[src/rtl/plic_lite_ctrl_pkg.sv]
// rtl/plic_lite_ctrl_pkg.sv - shared constants, register offsets and gateway state type
// for the single-context platform interrupt controller.
package plic_lite_ctrl_pkg;

  localparam int PLIC_NUM_SOURCES = 32;
  localparam int PLIC_PRIO_WIDTH  = 3;

  localparam logic [11:0] PLIC_PRIO_OFFSET      = 12'h000;
  localparam logic [11:0] PLIC_PENDING_OFFSET   = 12'h080;
  localparam logic [11:0] PLIC_ENABLE_OFFSET    = 12'h100;
  localparam logic [11:0] PLIC_THRESHOLD_OFFSET = 12'h180;
  localparam logic [11:0] PLIC_CLAIM_OFFSET     = 12'h184;

  // Static platform line map; line 0 is reserved and never arbitrated.
  localparam int PLIC_GPIO_IN_INTERRUPT = 1;
  localparam int PLIC_TIM0_INTERRUPT    = 2;
  localparam int PLIC_TIM1_INTERRUPT    = 3;
  localparam int PLIC_UART_INTERRUPT    = 4;
  localparam int PLIC_CMAC_INTERRUPT    = 5;

  typedef enum logic [1:0] {
    GW_IDLE,
    GW_PENDING,
    GW_INFLIGHT
  } plic_gw_state_t;

endpackage

[src/rtl/plic_lite_ctrl_gateway.sv]
// rtl/plic_lite_ctrl_gateway.sv - per-source gateway: latches a level request and
// masks the source from claim until the matching complete.
module plic_gateway
  import plic_lite_ctrl_pkg::*;
(
  input  logic clock_i,
  input  logic reset_ni,
  input  logic src_i,
  input  logic claim_i,
  input  logic complete_i,
  output logic pending_o
);

  plic_gw_state_t state_q, state_d;

  always_ff @(posedge clock_i or negedge reset_ni) begin
    if (!reset_ni) state_q <= GW_IDLE;
    else           state_q <= state_d;
  end

  always_comb begin
    state_d = state_q;
    case (state_q)
      GW_IDLE:     if (src_i)      state_d = GW_PENDING;
      GW_PENDING:  if (claim_i)    state_d = GW_INFLIGHT;
      GW_INFLIGHT: if (complete_i) state_d = GW_IDLE;
      default:                     state_d = GW_IDLE;
    endcase
  end

  assign pending_o = (state_q == GW_PENDING);

endmodule

[src/rtl/plic_lite_ctrl.sv]
// rtl/plic_lite_ctrl.sv - top: register port, gateway array, priority arbiter tree
// and claim/complete handshake driving the core external interrupt.
module plic_lite_ctrl
  import plic_lite_ctrl_pkg::*;
#(
  parameter int NUM_SOURCES = PLIC_NUM_SOURCES,
  parameter int PRIO_WIDTH  = PLIC_PRIO_WIDTH
) (
  input  logic                   clock_i,
  input  logic                   reset_ni,
  input  logic [NUM_SOURCES-1:0] irq_src_i,
  input  logic                   reg_req_i,
  input  logic                   reg_we_i,
  input  logic [11:0]            reg_addr_i,
  input  logic [31:0]            reg_wdata_i,
  output logic                   reg_gnt_o,
  output logic                   reg_rvalid_o,
  output logic [31:0]            reg_rdata_o,
  output logic                   eip_o
);

  localparam int ID_WIDTH = $clog2(NUM_SOURCES);

  logic [PRIO_WIDTH-1:0]  prio_q [NUM_SOURCES];
  logic [NUM_SOURCES-1:0] enable_q;
  logic [PRIO_WIDTH-1:0]  threshold_q;
  logic [ID_WIDTH-1:0]    best_id_q, best_id_d;
  logic [NUM_SOURCES-1:0] pending;
  logic                   rvalid_q;
  logic [31:0]            rdata_q, rdata_d;
  logic                   unused_src0;

  logic rd, wr, prio_sel, claim, complete;
  logic [ID_WIDTH-1:0] prio_idx, complete_id;

  assign rd          = reg_req_i & ~reg_we_i;
  assign wr          = reg_req_i & reg_we_i;
  assign prio_sel    = (reg_addr_i < PLIC_PENDING_OFFSET) && (reg_addr_i[1:0] == 2'b00);
  assign prio_idx    = reg_addr_i[ID_WIDTH+1:2];
  assign claim       = rd && (reg_addr_i == PLIC_CLAIM_OFFSET);
  assign complete    = wr && (reg_addr_i == PLIC_CLAIM_OFFSET);
  assign complete_id = reg_wdata_i[ID_WIDTH-1:0];
  assign unused_src0 = irq_src_i[0];

  always_ff @(posedge clock_i or negedge reset_ni) begin
    if (!reset_ni) begin
      for (int i = 0; i < NUM_SOURCES; i++) prio_q[i] <= '0;
      enable_q    <= '0;
      threshold_q <= '0;
    end else if (wr) begin
      if (prio_sel && (prio_idx != '0)) prio_q[prio_idx] <= reg_wdata_i[PRIO_WIDTH-1:0];
      if (reg_addr_i == PLIC_ENABLE_OFFSET) enable_q <= {reg_wdata_i[NUM_SOURCES-1:1], 1'b0};
      if (reg_addr_i == PLIC_THRESHOLD_OFFSET) threshold_q <= reg_wdata_i[PRIO_WIDTH-1:0];
    end
  end

  assign pending[0] = 1'b0;
  for (genvar i = 1; i < NUM_SOURCES; i++) begin : g_gw
    plic_gateway u_gw (
      .clock_i    (clock_i),
      .reset_ni   (reset_ni),
      .src_i      (irq_src_i[i]),
      .claim_i    (claim && (best_id_q == ID_WIDTH'(i))),
      .complete_i (complete && (complete_id == ID_WIDTH'(i))),
      .pending_o  (pending[i])
    );
  end

  // Pairwise tree; the lower-ID side keeps the node on equal priority.
  always_comb begin
    logic [PRIO_WIDTH-1:0] node_prio [NUM_SOURCES];
    logic [ID_WIDTH-1:0]   node_id   [NUM_SOURCES];
    for (int i = 0; i < NUM_SOURCES; i++) begin
      node_id[i]   = ID_WIDTH'(i);
      node_prio[i] = (pending[i] && enable_q[i] && (prio_q[i] > threshold_q)) ? prio_q[i] : '0;
    end
    for (int lvl = 0; lvl < ID_WIDTH; lvl++) begin
      for (int k = 0; k < NUM_SOURCES; k += (2 << lvl)) begin
        if (node_prio[k + (1 << lvl)] > node_prio[k]) begin
          node_prio[k] = node_prio[k + (1 << lvl)];
          node_id[k]   = node_id[k + (1 << lvl)];
        end
      end
    end
    best_id_d = (node_prio[0] != '0) ? node_id[0] : '0;
  end

  always_comb begin
    rdata_d = '0;
    if (prio_sel) begin
      rdata_d[PRIO_WIDTH-1:0] = prio_q[prio_idx];
    end else begin
      case (reg_addr_i)
        PLIC_PENDING_OFFSET:   rdata_d[NUM_SOURCES-1:0] = pending;
        PLIC_ENABLE_OFFSET:    rdata_d[NUM_SOURCES-1:0] = enable_q;
        PLIC_THRESHOLD_OFFSET: rdata_d[PRIO_WIDTH-1:0]  = threshold_q;
        PLIC_CLAIM_OFFSET:     rdata_d[ID_WIDTH-1:0]    = best_id_q;
        default:               rdata_d = '0;
      endcase
    end
  end

  always_ff @(posedge clock_i or negedge reset_ni) begin
    if (!reset_ni) begin
      best_id_q <= '0;
      rvalid_q  <= 1'b0;
      rdata_q   <= '0;
    end else begin
      best_id_q <= best_id_d;
      rvalid_q  <= reg_req_i;
      rdata_q   <= rd ? rdata_d : '0;
    end
  end

  assign reg_gnt_o    = reg_req_i;
  assign reg_rvalid_o = rvalid_q;
  assign reg_rdata_o  = rdata_q;
  assign eip_o        = (best_id_q != '0);

endmodule
[config.mk]
export PLATFORM = sky130hd
export DESIGN_NAME = plic_lite_ctrl
export DESIGN_NICKNAME = d
export VERILOG_FILES = /design/src/rtl/plic_lite_ctrl_pkg.sv /design/src/rtl/plic_lite_ctrl_gateway.sv /design/src/rtl/plic_lite_ctrl.sv
export SDC_FILE = /design/constraint.sdc
export NUM_CORES = 1
export LEC_CHECK = 0
export BUFFER_PORTS_ARGS = -buffer_cell sky130_fd_sc_hd__buf_4
export CAP_MARGIN = 10
export CORE_MARGIN = 2
export CORE_UTILIZATION = 55
export DETAILED_ROUTE_END_ITERATION = 10
export GPL_TIMING_DRIVEN = 0
export PLACE_DENSITY_LB_ADDON = 0.3
export SYNTH_ARGS = -nofsm -noshare
export SYNTH_HDL_FRONTEND = slang
export SYNTH_SLANG_ARGS = --single-unit
export TNS_END_PERCENT = 50
[constraint.sdc]
create_clock -name clock_i -period 10 [get_ports clock_i]
set_input_delay 1.5 -clock clock_i [delete_from_list [all_inputs] [get_ports clock_i]]
set_output_delay 1.5 -clock clock_i [all_outputs]
set_load 0.01 [all_outputs]
==> results.sh <==
export IMPL_run_status="finished clean"
export IMPL_clk_pin_slew_ns=0.06
export IMPL_p_comb_share_pct=5.4
export IMPL_holdPathStages=1
export IMPL_start_util_pct=55.7
export IMPL_place_hpwl_um=36300
export IMPL_synth_largest_area_cell="dfrtp_1"
export IMPL_synth_nets=1959
export IMPL_num_antenna_cells=0
export IMPL_period_share_pct=93.3
export IMPL_period_minus_slack_ns=9.33
export IMPL_p_leak_nw=8.77
export IMPL_io_pins=115
export IMPL_critPathMaxStageDelay_ns=0.44
export IMPL_htree_levels=1
export IMPL_fmax_mhz=107
export IMPL_synth_area_mux_share_pct=13.2
export IMPL_cts_sinks=230
export IMPL_setup_tns_ns=0
export IMPL_whs_ns=0.447
export IMPL_holdCritPathClass="register to register"
export IMPL_synth_simple_area_share_pct=17.6
export IMPL_path_class="register to register"
export IMPL_place_worst_setup_slack_ns=0.0139
export IMPL_ant_nets=0
export IMPL_area_growth_pct=13.5
export IMPL_hold_violations=0
export IMPL_seq_area_mm2=0.00576
export IMPL_intPower_mw=1.53
export IMPL_clk_path_buf_depth=3
export IMPL_worstHoldStart="g_gw[29].u_gw.state_q[1]$_DFFE_PN0P_"
export IMPL_place_congestion=0.950
export IMPL_insertion_delay_ns=0.53
export IMPL_vias_per_cell=6.52
export IMPL_totalWireLength_um=49600
export IMPL_fp_dieArea_mm2=0.0322
export IMPL_layout_commonest_cell="dfrtp_1"
export IMPL_clockRootBuffer="clkbuf_16"
export IMPL_grt_pass1_wl_um=78300
export IMPL_drt_initial_drc_count=1359
export IMPL_cts_tree="built"
export IMPL_cp_max_fo=32
export IMPL_critPathLaunchType="register"
export IMPL_peakVddDrop_mv=0.127
export IMPL_crit_arrival_ns=9.70
export IMPL_synthTopCellsByArea="dfrtp_1 34%, ha_1 14%, mux2_2 5.3%, mux4_2 3.5%, nand2_1 3.2%"
export IMPL_final_cell_mix="229 x dfrtp_1, 183 x ha_1, 145 x nand2_1"
export IMPL_async_flop_share_pct=100
export IMPL_critPathSlowestCell="inv_4"
export IMPL_fillers=2455
export IMPL_rows=64
export IMPL_clock_skew_ns=0.00776
export IMPL_firstDrtPassIters=5
export IMPL_fin_ws_ns=0.668
export IMPL_pwr_share_clk_pct=47.7
export IMPL_synth_xor_xnor_area_share_pct=0
export IMPL_syn_area_per_cell_um2=9.99
export IMPL_core_area_mm2=0.0304
export IMPL_holdPathEnd="g_gw[29].u_gw.state_q[0]$_DFFE_PN0P_"
export IMPL_regToRegSetupSlack_ns=0.67
export IMPL_relSlewSlack_pct=35.0
export IMPL_synth_distinct_cells=70
export IMPL_mappedNetlistArea_mm2=0.0169
export IMPL_die_h_um=180
export IMPL_layout_nets=2100
export IMPL_seq_area_frac_synth_pct=34.0
export IMPL_synth_seq_cells=230
export IMPL_r2r_end="best_id_q[2]$_DFF_PN0_"
export IMPL_end_kind="register"
export IMPL_drc_errors=0
export IMPL_wire_per_inst_um=22.0
export IMPL_synth_edff_count=0
export IMPL_port_buffers=112
export IMPL_grt_max_degree=121
export IMPL_rsz0062_at_grt="no"
export IMPL_synthFlopType="dfrtp_1"
export IMPL_critPathMostFrequentCell="ha_1"
export IMPL_multi_input_area_mm2=0.0105
export IMPL_tightest_slew_ns=0.976
export IMPL_grt_antenna_before_repair=0
export IMPL_groute_usage_overall_pct=30.2
export IMPL_synth_compound_area_share_pct=17.6
export IMPL_cap_viol_max_count=0
export IMPL_overflow=0
export IMPL_layout_drive_gt1_share_pct=18.2
export IMPL_power_density_mw_per_mm2=104
export IMPL_fp_dieW_um=180
export IMPL_rr_startpoint="threshold_q[2]$_DFFE_PN0P_"
export IMPL_cts_buffers_inserted=25
export IMPL_power_switching_uw=458
export IMPL_slew_violations=0
export IMPL_required_ns=10.36
export IMPL_synth_top_area_share_pct=34.0
export IMPL_setup_viol=0
export IMPL_p_sw_share_pct=23.0
export IMPL_rr_worst_depth=35
export IMPL_synth_top_family_by_area="compound AO/OA/AOI/OAI gates"
export IMPL_synth_fa_ha_area_share_pct=13.5
export IMPL_grt_pass1_vias=14500
export IMPL_yosysWarnings=0
export IMPL_seqPwrFrac_pct=46.9
export IMPL_vias=14654
export IMPL_synth_cells=1696
-- metrics by stage --
stage	power [mW]	utilization [%]	instance area, µm²	cells
2_1_floorplan	0.985	-	16900	1696
3_3_place_gp	1.05	60.1	18300	2204
3_5_place_dp	1.06	60.3	18300	2206
4_1_cts	2.00	63.0	19200	2249
5_1_grt	2.04	63.2	19200	2249
6_report	1.99	63.2	19200	2249
-- metal layers --
| metal | global-route usage, % | vias up | share of wire (%) |
|---|---|---|---|
| li1 | - | 6640 | - |
| met2 | 48.7 | 689 | 45 |
| met5 | 0 | - | 0 |
| met3 | 5.17 | 160 | 8.3 |
| met4 | 12.7 | 0 | 4.3 |
| met1 | 40.3 | 7165 | 42 |
-- synth_stat cells (all sizes together), types with 2 or more instances --
cell type and instances:
a32o 9, mux2 112, nand3 60, inv 125
nor4 3, a211o 5, and3 54, o21a 9
a31oi 2, mux2i 37, nand2 145, a211oi 48
and2 39, nand2b 8, a311oi 8, nand4 5
a221oi 6, nand3b 70, mux4 26, nor3 11
nand4b 2, ha 183, a222oi 2, o21ai 90
a21o 21, a22oi 7, nor2 83, clkbuf 26
o211a 30, o22ai 2, a311o 8, dfrtp 230
nor3b 7, buf 19, nor4b 2, a32oi 61
o211ai 7, or2 4, nor2b 35, and3b 7
a21oi 78, o2111a 2
-- power groups by stage --
stage / Combinational (mW) / Sequential (mW) / Clock [mW]
6_report: 0.107 / 0.935 / 0.952
5_1_grt: 0.113 / 0.935 / 0.994
4_1_cts: 0.106 / 0.935 / 0.956
3_5_place_dp: 0.106 / 0.952 / 0
3_3_place_gp: 0.101 / 0.952 / 0
2_1_floorplan: 0.0341 / 0.951 / 0
-- critical path, delay by kind of cell, from the launching register on --
family	cells	cell delay (ns)
AO/OA/AOI/OAI	19	4.32
adder cells (fa/ha/maj)	6	1.96
AND/OR/NAND/NOR	7	1.48
buffers and inverters	2	0.52
flip-flops	1	0.42
multiplexers	1	0.41
-- final cells by class --
class                           count  share of cell area (%)
Buffer                             45                    1.17
Clock buffer                       32                    3.60
Clock inverter                     11                   0.736
Inverter                          125                    2.47
Multi-Input combinational cell   1296                    54.8
Sequential cell                   230                    30.0
Tap cell                          396                    2.58
Timing Repair Buffer              114                    4.70
-- what timing repair did --
item                       4_1_cts  5_1_grt
gates resized for setup          1        9
setup endpoints to repair        5        5
setup buffers                    0        0
hold buffers                     0        0
-- cell families after synthesis --
logic type,Yosys count
AOI/OAI and AO/OA,399
and+or+nand+nor,539
muxes,175
adders and majority gates,183
buffers and inverters,170
DFF,230
-- worst max path at each step --
stage / startpoint / end / slack [ns] / cells past startpoint
2_1_floorplan: threshold_q[2]$_DFFE_PN0P_ / best_id_q[0]$_DFF_PN0_ / 1.56 / 33
4_1_cts: threshold_q[2]$_DFFE_PN0P_ / best_id_q[4]$_DFF_PN0_ / 0.20 / 33
6_report: threshold_q[2]$_DFFE_PN0P_ / best_id_q[2]$_DFF_PN0_ / 0.67 / 35
5_1_grt: threshold_q[2]$_DFFE_PN0P_ / best_id_q[4]$_DFF_PN0_ / 0.03 / 34
3_5_place_dp: threshold_q[2]$_DFFE_PN0P_ / best_id_q[4]$_DFF_PN0_ / 0.01 / 33
3_3_place_gp: threshold_q[2]$_DFFE_PN0P_ / best_id_q[3]$_DFF_PN0_ / -0.38 / 33
-- state kept, by name (all words and copies together), names as in the netlist --
signal	cells
best_id_q	5
enable_q	31
g_gw.u_gw.state_q	62
prio_q	96
reg_rdata_o	32
reg_rvalid_o	1
threshold_q	3
Note: power is estimated with default switching activity, not from simulation.
